--- src/rtl/shift_sequencer.sv ---
// rtl/shift_sequencer.sv - command-driven controller for a bidirectional shift register
module shift_sequencer #(
  parameter int WIDTH = 4,
  parameter int CW    = 3
) (
  input  logic             clk,
  input  logic             clr,
  input  logic             cmd_valid,
  output logic             cmd_ready,
  input  logic             cmd_dir,
  input  logic [CW-1:0]    cmd_count,
  input  logic [WIDTH-1:0] cmd_data,
  output logic             sr_in,
  output logic             sr_mode,
  output logic             sr_en,
  input  logic [WIDTH-1:0] sr_q,
  output logic             rsp_valid,
  input  logic             rsp_ready,
  output logic [WIDTH-1:0] rsp_data,
  output logic             busy
);

  typedef enum logic [1:0] {
    IDLE    = 2'd0,
    SHIFT   = 2'd1,
    CAPTURE = 2'd2,
    DONE    = 2'd3
  } state_t;

  state_t           r_state;
  state_t           w_state_nxt;
  logic [CW-1:0]    r_count;
  logic [CW-1:0]    r_idx;
  logic [WIDTH-1:0] r_data;
  logic             r_sr_in;
  logic             r_sr_mode;
  logic [WIDTH-1:0] r_rsp_data;

  logic [CW-1:0]    w_eff_count;
  logic             w_last;
  logic             w_accept;

  // Requested counts above the register width would only rotate data back out, so clamp them.
  assign w_eff_count = (cmd_count > CW'(WIDTH)) ? CW'(WIDTH) : cmd_count;
  assign w_last      = (r_idx == r_count - CW'(1));
  assign w_accept    = (r_state == IDLE) && cmd_valid;

  assign sr_in    = r_sr_in;
  assign sr_mode  = r_sr_mode;
  assign rsp_data = r_rsp_data;

  // State register; reset aborts any operation in flight.
  always_ff @(posedge clk or negedge clr) begin
    if (!clr) begin
      r_state <= IDLE;
    end else begin
      r_state <= w_state_nxt;
    end
  end

  // Next-state and per-state control outputs.
  always_comb begin
    w_state_nxt = r_state;
    cmd_ready   = 1'b0;
    sr_en       = 1'b0;
    rsp_valid   = 1'b0;
    busy        = 1'b1;
    case (r_state)
      IDLE: begin
        cmd_ready = 1'b1;
        busy      = 1'b0;
        if (cmd_valid) begin
          w_state_nxt = (w_eff_count != '0) ? SHIFT : CAPTURE;
        end
      end
      SHIFT: begin
        sr_en = 1'b1;
        if (w_last) begin
          w_state_nxt = CAPTURE;
        end
      end
      CAPTURE: begin
        w_state_nxt = DONE;
      end
      DONE: begin
        rsp_valid = 1'b1;
        if (rsp_ready) begin
          w_state_nxt = IDLE;
        end
      end
      default: begin
        w_state_nxt = IDLE;
      end
    endcase
  end

  // Datapath: r_data holds the not-yet-presented serial bits, so sr_in for the
  // next shift is always r_data[0]; sr_in/sr_mode only move when a shift follows.
  always_ff @(posedge clk or negedge clr) begin
    if (!clr) begin
      r_count    <= '0;
      r_idx      <= '0;
      r_data     <= '0;
      r_sr_in    <= 1'b0;
      r_sr_mode  <= 1'b0;
      r_rsp_data <= '0;
    end else begin
      if (w_accept) begin
        r_count <= w_eff_count;
        r_idx   <= '0;
        r_data  <= cmd_data >> 1;
        if (w_eff_count != '0) begin
          r_sr_in   <= cmd_data[0];
          r_sr_mode <= cmd_dir;
        end
      end
      if (r_state == SHIFT) begin
        r_idx <= r_idx + CW'(1);
        if (!w_last) begin
          r_sr_in <= r_data[0];
          r_data  <= r_data >> 1;
        end
      end
      if (r_state == CAPTURE) begin
        r_rsp_data <= sr_q;
      end
    end
  end

endmodule

--- config.mk ---
export PLATFORM = sky130hd
export DESIGN_NAME = shift_sequencer
export DESIGN_NICKNAME = d
export VERILOG_FILES = /design/src/rtl/shift_sequencer.sv
export SDC_FILE = /design/constraint.sdc
export NUM_CORES = 1
export LEC_CHECK = 0
export ABC_AREA = 1
export BUFFER_PORTS_ARGS = -buffer_cell sky130_fd_sc_hd__buf_4
export CAP_MARGIN = 20
export CELL_PAD_IN_SITES_DETAIL_PLACEMENT = 1
export CELL_PAD_IN_SITES_GLOBAL_PLACEMENT = 1
export CORE_UTILIZATION = 36
export DETAILED_ROUTE_END_ITERATION = 10
export HOLD_SLACK_MARGIN = 0.1
export PLACE_DENSITY = 0.74
export REMOVE_ABC_BUFFERS = 1
export SKIP_LAST_GASP = 1
export SYNTH_ARGS = -nofsm -noshare
export SYNTH_HDL_FRONTEND = slang
export SYNTH_SLANG_ARGS = --single-unit
--- constraint.sdc ---
create_clock -name clk -period 1.6 [get_ports clk]
set_input_delay 0.32 -clock clk [delete_from_list [all_inputs] [get_ports clk]]
set_output_delay 0.32 -clock clk [all_outputs]
set_load 0.03 [all_outputs]
==> parameters.txt, run 1 <==
Parameter                              Value

Timing
  Period Utilization, post-route    97.7%
  Final number of setup-violating endpoints    0
  Normalized max-slew margin    a little over four fifths
  Final worst path period need    1560 ps
  Pin slew with the least headroom to its limit    250 ps
  RSZ-0062 raised after global routing    yes
  Slew Viols, Final    0
  Min Hold Slack    roughly 220 ps
  Maximum achievable frequency    around 640 MHz
  Number of hold violations in the final report    0
  Clock Skews    9.80 ps

Die
  Full die area    2920 um2
  Initial Util    38.6%
  Die extent in x    54.0 um
  Core area    2520 um2
  Number of core rows    18
  Y dimension of the die    54.0 um
  Number of top-level pins    26

Detailed routing
  Via count    905
  Total met3 wirelength after detailed routing    115 um
  Vias per inst    4.84
  Post-DRT Antenna Nets    0
  DRC violations left    0
  Iteration-0 DRC Markers    2
  Wl on met1    1.11 mm
  Met2 Routed Length    1.18 mm
  DRT Pass-1 Iters    4
  Routed WL    2.43 mm
  Top routing layer used    met4
  Routed wire length per instance    13.0 um

Clocking
  Skew-Pair Late Insertion Delay    300 ps
  Clk pin slew, worst setup/hold paths    120 ps
  Number of buffers added by the clock tree synthesis step    3
  Clock tree root driver cell    clkbuf_4
  Clock Sinks    18
  H-tree level count    1
  CTS tree    done
  Deepest clock path buffer count    2

Logic synthesis
  Simple-gate area share of the yosys netlist    25.2%
  Synth area leaders    dfrtp_1 46%, nand2_1 17%, ha_1 9.0%, inv_1 6.9%, o21ai_0 4.6%
  Largest area contributor in the netlist    dfrtp_1
  Share of the synthesized area in the top cell type    46.2%
  Synthesized area divided by synthesized cell count    about 8.0 um2
  Post-synth design cell area    975 um2
  Compound-Gate Fraction of Synth Area    just over 8%
  FF+latch count, synth    18
  Sequential fraction of the synthesis area    46.2%
  Post-synthesis instance total    between 100 and 150
  Multiplexer fraction of the synthesized cell area    1.16%
  Synth unique cells    19
  Total of warnings raised by yosys    0
  Combinational family with the most area after synthesis    simple AND/OR/NAND/NOR gates
  Synthesized-area fraction occupied by adder cells    8.99%
  Xor-xnor portion of the synthesized cell area    0.899%

Placed design
  Global placement routability congestion    0.785
  HPWL after detailed placement    around 1.7 mm
  Cell Area, Placed    1210 um2
  Number of I/O port buffers    25

Layout
  Fraction of final layout cells with drive strength greater than 1    37.6%
  N_diodes    0
  Final non-filler cell area    between 1000 and 1500 um2
  P&R area growth vs syn    39.9%
  Most common library cell in the layout ignoring fill and taps    nand2_1
  Number of nets in the layout    181
  Final core utilization    between 50 and 60%
  Leading cell types in the layout, fill and taps excluded    39 x nand2_1, 29 x buf_4, 18 x dfrtp_1, 15 x inv_1
  Total of fill cells in the finished design    about 320

Critical path
  Critical path class    reg2out
  Critical Path End Type    primary output
  Startpoint type of the worst setup path    flop
  Slowest CP cell    dfrtp_1
  Data arrival time at the worst-slack endpoint    1240 ps
  Maximum net fanout on the critical path    6
  Required time worst endpoint    between 1000 and 1500 ps
  Ordered cell list for the critical path    buf_4 -> ha_4 -> buf_6
  Delay of the slowest critical-path stage    450 ps

Power
  Worst IR Drop VDD    0.00108 V
  Power per Cell Area    ~2100 nW/um2
  Standby leakage power    about 0.71 nW

Run
  Number of violations of the max-capacitance limit    0

Global route
  GRT overflow    0
  Number of global-route vias before repair    845
  Antenna violations before repair    0
  Wire length of the first global-routing pass    roughly 3.6 mm
  All-layer global routing usage    17.8%
  Largest net degree at the start of global routing    19

Outcome
  Status    finished, final reports clean

Worst hold path
  Hold Path Class    in2reg
timing repair:
item | in CTS | in global routing
gates resized for setup | 2 | 17
setup buffers | 3 | 2
endpoints found under the hold margin | 18 | 0
endpoints found under the setup margin | 2 | 12
pin swaps | 0 | 5
hold buffers | 1 | 0
state kept, by name (all words and copies together) (netlist names):
name and count:
r_count 3, r_data 4, sr_mode 1, r_state 2, rsp_data 4, r_idx 3
sr_in 1
cell usage after synthesis, drive strengths merged:
cell,n
nand2,48
inv,20
dfrtp,18
o21ai,11
ha,7
nand3,6
nor2,4
buf,2
o22ai,2
a21oi,1
mux2,1
o21a,1
xnor2,1
worst max-delay path, delay by kind of cell, from the launching register on:
| kind | cells | cell delay (ps) |
|---|---|---|
| adders and majority gates | 1 | 180 |
| buffers and inverters | 2 | 300 |
| DFF | 1 | 450 |
area by class of cell:
| class | count | area [um2] | share of cell area, % |
|---|---|---|---|
| well taps | 30 | 37.5 | 2.75 |
| repair buffers | 33 | 270 | 19.8 |
| clock buffers | 4 | 36.3 | 2.66 |
| inverters | 20 | 75.1 | 5.50 |
| multi-input cells | 82 | 494 | 36.2 |
| flip-flops and latches | 18 | 450 | 33.0 |
worst paths after layout:
check,depth (start not counted),slack [ps],endpoint,startpoint
max,3,40,sr_en,r_state[0]$_DFFE_PN0P_
min,3,220,rsp_data[2]$_DFFE_PN0P_,sr_q[2]
max reg2reg,11,90,r_data[1]$_DFF_PN0_,r_count[0]$_DFFE_PN0P_
min reg2reg,2,490,rsp_data[1]$_DFFE_PN0P_,rsp_data[1]$_DFFE_PN0P_
max in group asynchronous,2,980,r_state[1]$_DFFE_PN0P_,clr
min in group asynchronous,2,410,r_count[1]$_DFFE_PN0P_,clr
layer usage:
metal,up-vias,track usage (%)
met4,0,6.41
met1,427,23.9
li1,447,-
met5,-,0
met3,5,2.54
met2,26,28.8
power breakdown:
part           total, mW  internal [mW]  switching [mW]
Combinational       1.85          0.776            1.08
Sequential         0.771          0.650           0.121
Clock              0.295          0.139           0.157
Total               2.92           1.57            1.35
cell families (layout without fill, tap and decap cells):
logic type | count (synthesis) | after routing
xor gates and xnor gates | 1 | 1
adders and majority gates | 7 | 7
muxes | 1 | 1
and+or+nand+nor | 58 | 58
AOI/OAI and AO/OA | 15 | 15
DFF | 18 | 18
buffers and inverters | 22 | 57
metrics by stage:
step	worst slack, ps	total power, mW	cells	TNS (ps)
3_3_place_gp	70.4	2.26	177	0
3_5_place_dp	42.6	2.31	177	0
2_1_floorplan	-89.6	1.79	120	-119
6_report	37.5	2.92	187	0
5_1_grt	-25.2	3.16	187	-91.5
4_1_cts	-3.72	2.68	185	-3.72
Power figures use the tool's default switching activity.
==> run 2: changes to the inputs <==
--- a/config.mk
+++ b/config.mk
@@ -10,12 +10,13 @@
 export CAP_MARGIN = 20
 export CELL_PAD_IN_SITES_DETAIL_PLACEMENT = 1
 export CELL_PAD_IN_SITES_GLOBAL_PLACEMENT = 1
-export CORE_UTILIZATION = 36
+export CORE_UTILIZATION = 39
 export DETAILED_ROUTE_END_ITERATION = 10
 export HOLD_SLACK_MARGIN = 0.1
-export PLACE_DENSITY = 0.74
+export PLACE_DENSITY = 0.79
 export REMOVE_ABC_BUFFERS = 1
 export SKIP_LAST_GASP = 1
+export SLEW_MARGIN = 20
 export SYNTH_ARGS = -nofsm -noshare
 export SYNTH_HDL_FRONTEND = slang
 export SYNTH_SLANG_ARGS = --single-unit
==> constraint.sdc (replaced) <==
create_clock -name clk -period 1.8 [get_ports clk]
set_input_delay 0.36 -clock clk [delete_from_list [all_inputs] [get_ports clk]]
set_output_delay 0.36 -clock clk [all_outputs]
set_load 0.03 [all_outputs]
==> parameters.txt, run 2 (same netlist as run 1, synthesis figures left out) <==
Parameter                              Value

Die
  Full die area    2700 um2 (-7.4%)
  Die extent in x    52.0 um (-3.8%)
  Number of top-level pins    26 (unchanged)
  Initial Util    42.8% (+4.2 points)
  Core area    2280 um2 (-9.8%)
  Y dimension of the die    52.0 um (-3.8%)
  Number of core rows    17 (-1)

Timing
  Final worst slack    87.2 ps (+49.6 ps)
  Final worst path period need    1710 ps
  Post-Route Setup TNS    0 ps (unchanged)
  Final number of setup-violating endpoints    0 (unchanged)
  RSZ-0062 raised after global routing    no
  Slew Viols, Final    0 (unchanged)
  Pin slew with the least headroom to its limit    253 ps (+2.20 ps)
  Min Hold Slack    262 ps (+38.2 ps)
  Number of hold violations in the final report    0 (unchanged)
  Maximum achievable frequency    584 MHz
  Clock Skews    3.59 ps (-6.22 ps)
  Period Utilization, post-route    between 90% and 100%
  Normalized max-slew margin    83.2% (-0.15 points)

Clocking
  Deepest clock path buffer count    2 (unchanged)
  CTS tree    done
  Clock tree root driver cell    clkbuf_4
  H-tree level count    1 (unchanged)
  Number of buffers added by the clock tree synthesis step    3 (unchanged)
  Clock Sinks    18 (unchanged)
  Skew-Pair Late Insertion Delay    290 ps (about the same)
  Clk pin slew, worst setup/hold paths    100 ps (-20 ps)

Layout
  Leading cell types in the layout, fill and taps excluded    43 x nand2_1, 26 x buf_4, 18 x inv_1, 18 x dfrtp_1, 9 x o21ai_0
  Fraction of final layout cells with drive strength greater than 1    26.7% (-11 points)
  Final core utilization    53.8% (-0.30 points)
  P&R area growth vs syn    25.5%
  Most common library cell in the layout ignoring fill and taps    nand2_1
  Number of nets in the layout    175 (-3.3%)
  N_diodes    0 (unchanged)

Detailed routing
  Routed wire length per instance    14.3 um (+9.7%)
  Via count    871 (-3.8%)
  DRT Pass-1 Iters    2 (-2)
  Routed WL    2.54 mm (+4.4%)
  DRC violations left    0 (unchanged)
  Iteration-0 DRC Markers    6 (+4)
  Vias per inst    4.89 (+1.1%)
  Post-DRT Antenna Nets    0 (unchanged)

Power
  Power per Cell Area    1810 nW/um2 (-15%)
  Clock power share    9.1% (-1.0 points)
  Worst IR Drop VDD    0.000953 V (-12%)
  Proportion of total power due to net switching    48.9% (+2.5 points)
  Relative contribution of sequential cells to total power    31.2% (+4.8 points)
  Part of the power in combinational logic    59.7% (-3.7 points)
  Switching power    1.08 mW (-20%)
  Standby leakage power    0.669 nW (-6.4%)
  Internal Pwr Total    1.13 mW (-28%)

Global route
  All-layer global routing usage    22.2% (+4.4 points)
  Number of global-route vias before repair    978 (+16%)
  Wire length of the first global-routing pass    4.29 mm (+18%)
  GRT overflow    0 (unchanged)
  Largest net degree at the start of global routing    19 (unchanged)
  Antenna violations before repair    0 (unchanged)

Critical path
  Required time worst endpoint    1440 ps (+160 ps)
  Maximum net fanout on the critical path    6 (unchanged)
  Worst reg2reg path startpoint    r_state[0]$_DFFE_PN0P_
  Setup slack on the worst flop-to-flop path    170 ps (+80 ps)
  Cell count of the worst reg-to-reg path    8 (-3)
  Critical path class    reg2out
  Data arrival time at the worst-slack endpoint    1350 ps (+110 ps)
  Worst flop-to-flop path endpoint    r_data[1]$_DFF_PN0_
  Critical Path End Type    primary output
  Startpoint type of the worst setup path    flop

Placed design
  Number of I/O port buffers    25 (unchanged)
  HPWL after detailed placement    2.08 mm (+20%)
  Worst setup slack after placement    126 ps (+83.7 ps)
  Global placement routability congestion    0.732 (-6.8%)

Worst hold path
  Hold Path Class    in2reg
  Number of cells on the worst hold path    3 (unchanged)
  Start point of the worst min-delay path    sr_q[3]
  Hold-critical path endpoint    rsp_data[3]$_DFFE_PN0P_

Run
  Number of violations of the max-capacitance limit    0 (unchanged)

Outcome
  Status    finished, final reports clean
## run 2: repair_timing
item | 4_1_cts | 5_1_grt
setup endpoints to repair | 0 | 4
setup buffers | 0 | 0
resized for setup | 0 | 1
hold buffers | 1 | 0
endpoints found under the hold margin | 18 | 0
## run 2: area by class of cell
cell class / count / area [um2]
fillers: 303 / 1050
flip-flops and latches: 18 / 450
multi-input cells: 82 / 435
repair buffers: 27 / 205
inverters: 20 / 75.1
well taps: 28 / 35.0
clock buffers: 3 / 22.5
## run 2: how the worst max path moves through the flow
stage                            from                   to  slack, ps  depth (start not counted)
2_1_floorplan  r_state[0]$_DFFE_PN0P_  sr_mode$_DFFE_PN0P_        110                          6
3_3_place_gp   r_state[0]$_DFFE_PN0P_  sr_mode$_DFFE_PN0P_        210                          6
3_5_place_dp   r_state[0]$_DFFE_PN0P_  r_data[1]$_DFF_PN0_        130                          8
4_1_cts        r_state[1]$_DFFE_PN0P_                sr_en         50                          3
5_1_grt        r_state[1]$_DFFE_PN0P_                sr_en        0.2                          3
6_report       r_state[1]$_DFFE_PN0P_                sr_en         90                          3
## run 2: power groups by stage
stage / Clock (mW) / Sequential, mW / Combinational, mW
floorplan: 0 / 0.800 / 0.787
global placement: 0 / 0.690 / 1.24
detailed placement: 0 / 0.704 / 1.33
CTS: 0.209 / 0.694 / 1.35
global route: 0.222 / 0.709 / 1.49
finish: 0.202 / 0.692 / 1.33
## run 2: worst max-delay path, cell delays in order, from the launching register on
cell and delay (ps):
dfrtp_1 430, inv_1 120, ha_1 310, buf_4 210
## run 2: per-stage QoR
step / total power [mW] / instance area (um2) / std cells
floorplan: 1.59 / 958 / 120
global placement: 1.93 / 1190 / 174
detailed placement: 2.04 / 1190 / 174
CTS: 2.25 / 1220 / 178
global route: 2.42 / 1220 / 178
finish: 2.22 / 1220 / 178
## run 2: metal layers
metal,up-vias,share of wire (%),global-route usage [%]
met4,0,0.51,8.11
met2,13,57,44.0
li1,429,-,-
met5,-,0,0
met3,2,2.3,3.51
met1,427,40,22.6
==> run 3: changes to the inputs <==
--- a/config.mk
+++ b/config.mk
@@ -10,6 +10,7 @@
 export CAP_MARGIN = 20
 export CELL_PAD_IN_SITES_DETAIL_PLACEMENT = 1
 export CELL_PAD_IN_SITES_GLOBAL_PLACEMENT = 1
+export CORE_MARGIN = 2
 export CORE_UTILIZATION = 39
 export DETAILED_ROUTE_END_ITERATION = 10
 export HOLD_SLACK_MARGIN = 0.1
==> parameters.txt, run 3 (same netlist as run 1, synthesis figures left out) <==
Parameter                              Value

Detailed routing
  Post-DRT Antenna Nets    0 (unchanged)
  DRC violations left    0 (unchanged)
  DRT Pass-1 Iters    4 (+2)
  Routed wire length per instance    13.1 um (-8.3%)
  Routed WL    2.37 mm (-6.7%)
  Iteration-0 DRC Markers    3 (-3)
  Via count    867 (-0.46%)
  Vias per inst    4.79 (-2.1%)

Critical path
  Critical Path End Type    primary output
  Required time worst endpoint    1440 ps (about the same)
  Combined buffer and inverter count along the critical path    3 (+1)
  Data arrival time at the worst-slack endpoint    1330 ps (-20 ps)
  Critical path class    reg2out
  Delay of the slowest critical-path stage    440 ps (about the same)
  Slowest CP cell    dfrtp_1
  Cell count of the worst reg-to-reg path    8 (unchanged)
  Maximum net fanout on the critical path    4 (-2)
  Most repeated library cell on the critical path    inv_1
  Startpoint type of the worst setup path    flop
  Ordered cell list for the critical path    inv_1 -> ha_1 -> inv_1 -> buf_4
  CP top delay family    flip-flops
  Logic depth of the worst path, buffers included    4 (+1)

Timing
  Clock Skews    1.87 ps (-1.72 ps)
  Final number of setup-violating endpoints    0 (unchanged)
  Final worst slack    113 ps (+26.0 ps)
  Period Utilization, post-route    93.7% (-1.4 points)
  Post-Route Setup TNS    0 ps (unchanged)
  RSZ-0062 raised after global routing    no
  Pin slew with the least headroom to its limit    239 ps (-14.1 ps)
  Normalized max-slew margin    84.1% (+0.94 points)
  Number of hold violations in the final report    0 (unchanged)
  Final worst path period need    1690 ps (-26.0 ps)
  Slew Viols, Final    0 (unchanged)
  Maximum achievable frequency    593 MHz (+1.5%)

Global route
  All-layer global routing usage    19.5% (-2.7 points)
  Largest net degree at the start of global routing    19 (unchanged)
  Wire length of the first global-routing pass    3.96 mm (-7.7%)
  GRT overflow    0 (unchanged)
  Antenna violations before repair    0 (unchanged)
  Number of global-route vias before repair    937 (-4.2%)

Clocking
  Number of buffers added by the clock tree synthesis step    3 (unchanged)
  H-tree level count    1 (unchanged)
  Skew-Pair Late Insertion Delay    300 ps (about the same)
  CTS tree    done
  Clk pin slew, worst setup/hold paths    110 ps (about the same)
  Deepest clock path buffer count    2 (unchanged)
  Post-CTS Setup Bufs    0 (unchanged)
  Clock Sinks    18 (unchanged)
  Clock tree root driver cell    clkbuf_4

Placed design
  HPWL after detailed placement    1.85 mm (-11%)
  Global placement routability congestion    0.730 (-0.33%)
  Number of I/O port buffers    25 (unchanged)
  Worst setup slack after placement    213 ps (+86.4 ps)

Layout
  P&R area growth vs syn    27.2%
  Leading cell types in the layout, fill and taps excluded    44 x nand2_1, 26 x buf_4, 18 x inv_1, 18 x dfrtp_1, 9 x o21ai_0
  Number of nets in the layout    175 (unchanged)
  Fraction of final layout cells with drive strength greater than 1    27.2% (+0.49 points)
  Most common library cell in the layout ignoring fill and taps    nand2_1
  N_diodes    0 (unchanged)

Worst hold path
  Number of cells on the worst hold path    3 (unchanged)
  Hold Path Class    in2reg

Power
  Power per Cell Area    1830 nW/um2 (+0.66%)
  Standby leakage power    0.674 nW (+0.78%)
  Worst IR Drop VDD    0.000836 V (-12%)

Die
  Initial Util    40.1% (-2.8 points)
  Y dimension of the die    54.0 um (+3.8%)
  Core area    2430 um2 (+6.9%)
  Number of core rows    18 (+1)
  Full die area    2910 um2 (+7.8%)
  Die extent in x    54.0 um (+3.8%)
  Number of top-level pins    26 (unchanged)

Outcome
  Status    finished, final reports clean

Run
  Number of violations of the max-capacitance limit    0 (unchanged)
[run 3: final cells by class]
type | instances | area, um2
Clock buffer | 4 | 36.3
Fill cell | 322 | 1190
Inverter | 20 | 75.1
Multi-Input combinational cell | 82 | 435
Sequential cell | 18 | 450
Tap cell | 30 | 37.5
Timing Repair Buffer | 27 | 205
[run 3: stage by stage]
step	power, mW	std cells	area (um2)	hold slack [ps]	util, %
6_report	2.26	181	1240	255	51.0
5_1_grt	2.48	181	1240	246	51.0
4_1_cts	2.29	181	1240	244	50.9
3_5_place_dp	2.01	176	1190	245	49.0
3_3_place_gp	1.93	176	1190	248	49.0
2_1_floorplan	1.59	120	958	64.4	-
[run 3: path summary, 6_finish.rpt]
check	from	to	slack, ps
hold reg to reg	rsp_data[1]$_DFFE_PN0P_	rsp_data[1]$_DFFE_PN0P_	490
hold / removal	sr_q[0]	rsp_data[0]$_DFFE_PN0P_	250
setup / recovery	r_state[0]$_DFFE_PN0P_	busy	110
setup reg to reg	r_state[0]$_DFFE_PN0P_	r_data[2]$_DFF_PN0_	160
max in group asynchronous	clr	r_data[3]$_DFF_PN0_	1150
min in group asynchronous	clr	r_count[2]$_DFFE_PN0P_	460
[run 3: timing repair]
item | CTS | global route
endpoints found under the hold margin | 18 | 0
gates resized for setup | 0 | 1
hold buffers | 1 | 0
setup endpoints to repair | 0 | 1
[run 3: where the power goes]
| group | switching (mW) | total [mW] | internal [mW] |
|---|---|---|---|
| registers | 0.107 | 0.685 | 0.578 |
| logic | 0.836 | 1.32 | 0.480 |
| clock network | 0.139 | 0.263 | 0.124 |
| total | 1.08 | 2.26 | 1.18 |
[run 3: worst reg2reg max path: stages (launching register included)]
cell and delay [ps]:
dfrtp_1 440, inv_1 110, ha_1 240, nand2_1 160, inv_1 80, buf_4 170
o21ai_0 190, nand2_1 110, nand2_1 90
[run 3: layer usage]
metal | GRT usage [%] | up-vias | routed length, um
li1 | - | 430 | -
met1 | 20.3 | 414 | 965
met2 | 36.4 | 18 | 1280
met3 | 4.72 | 5 | 85
met4 | 8.75 | 0 | 38
met5 | 0 | - | 0
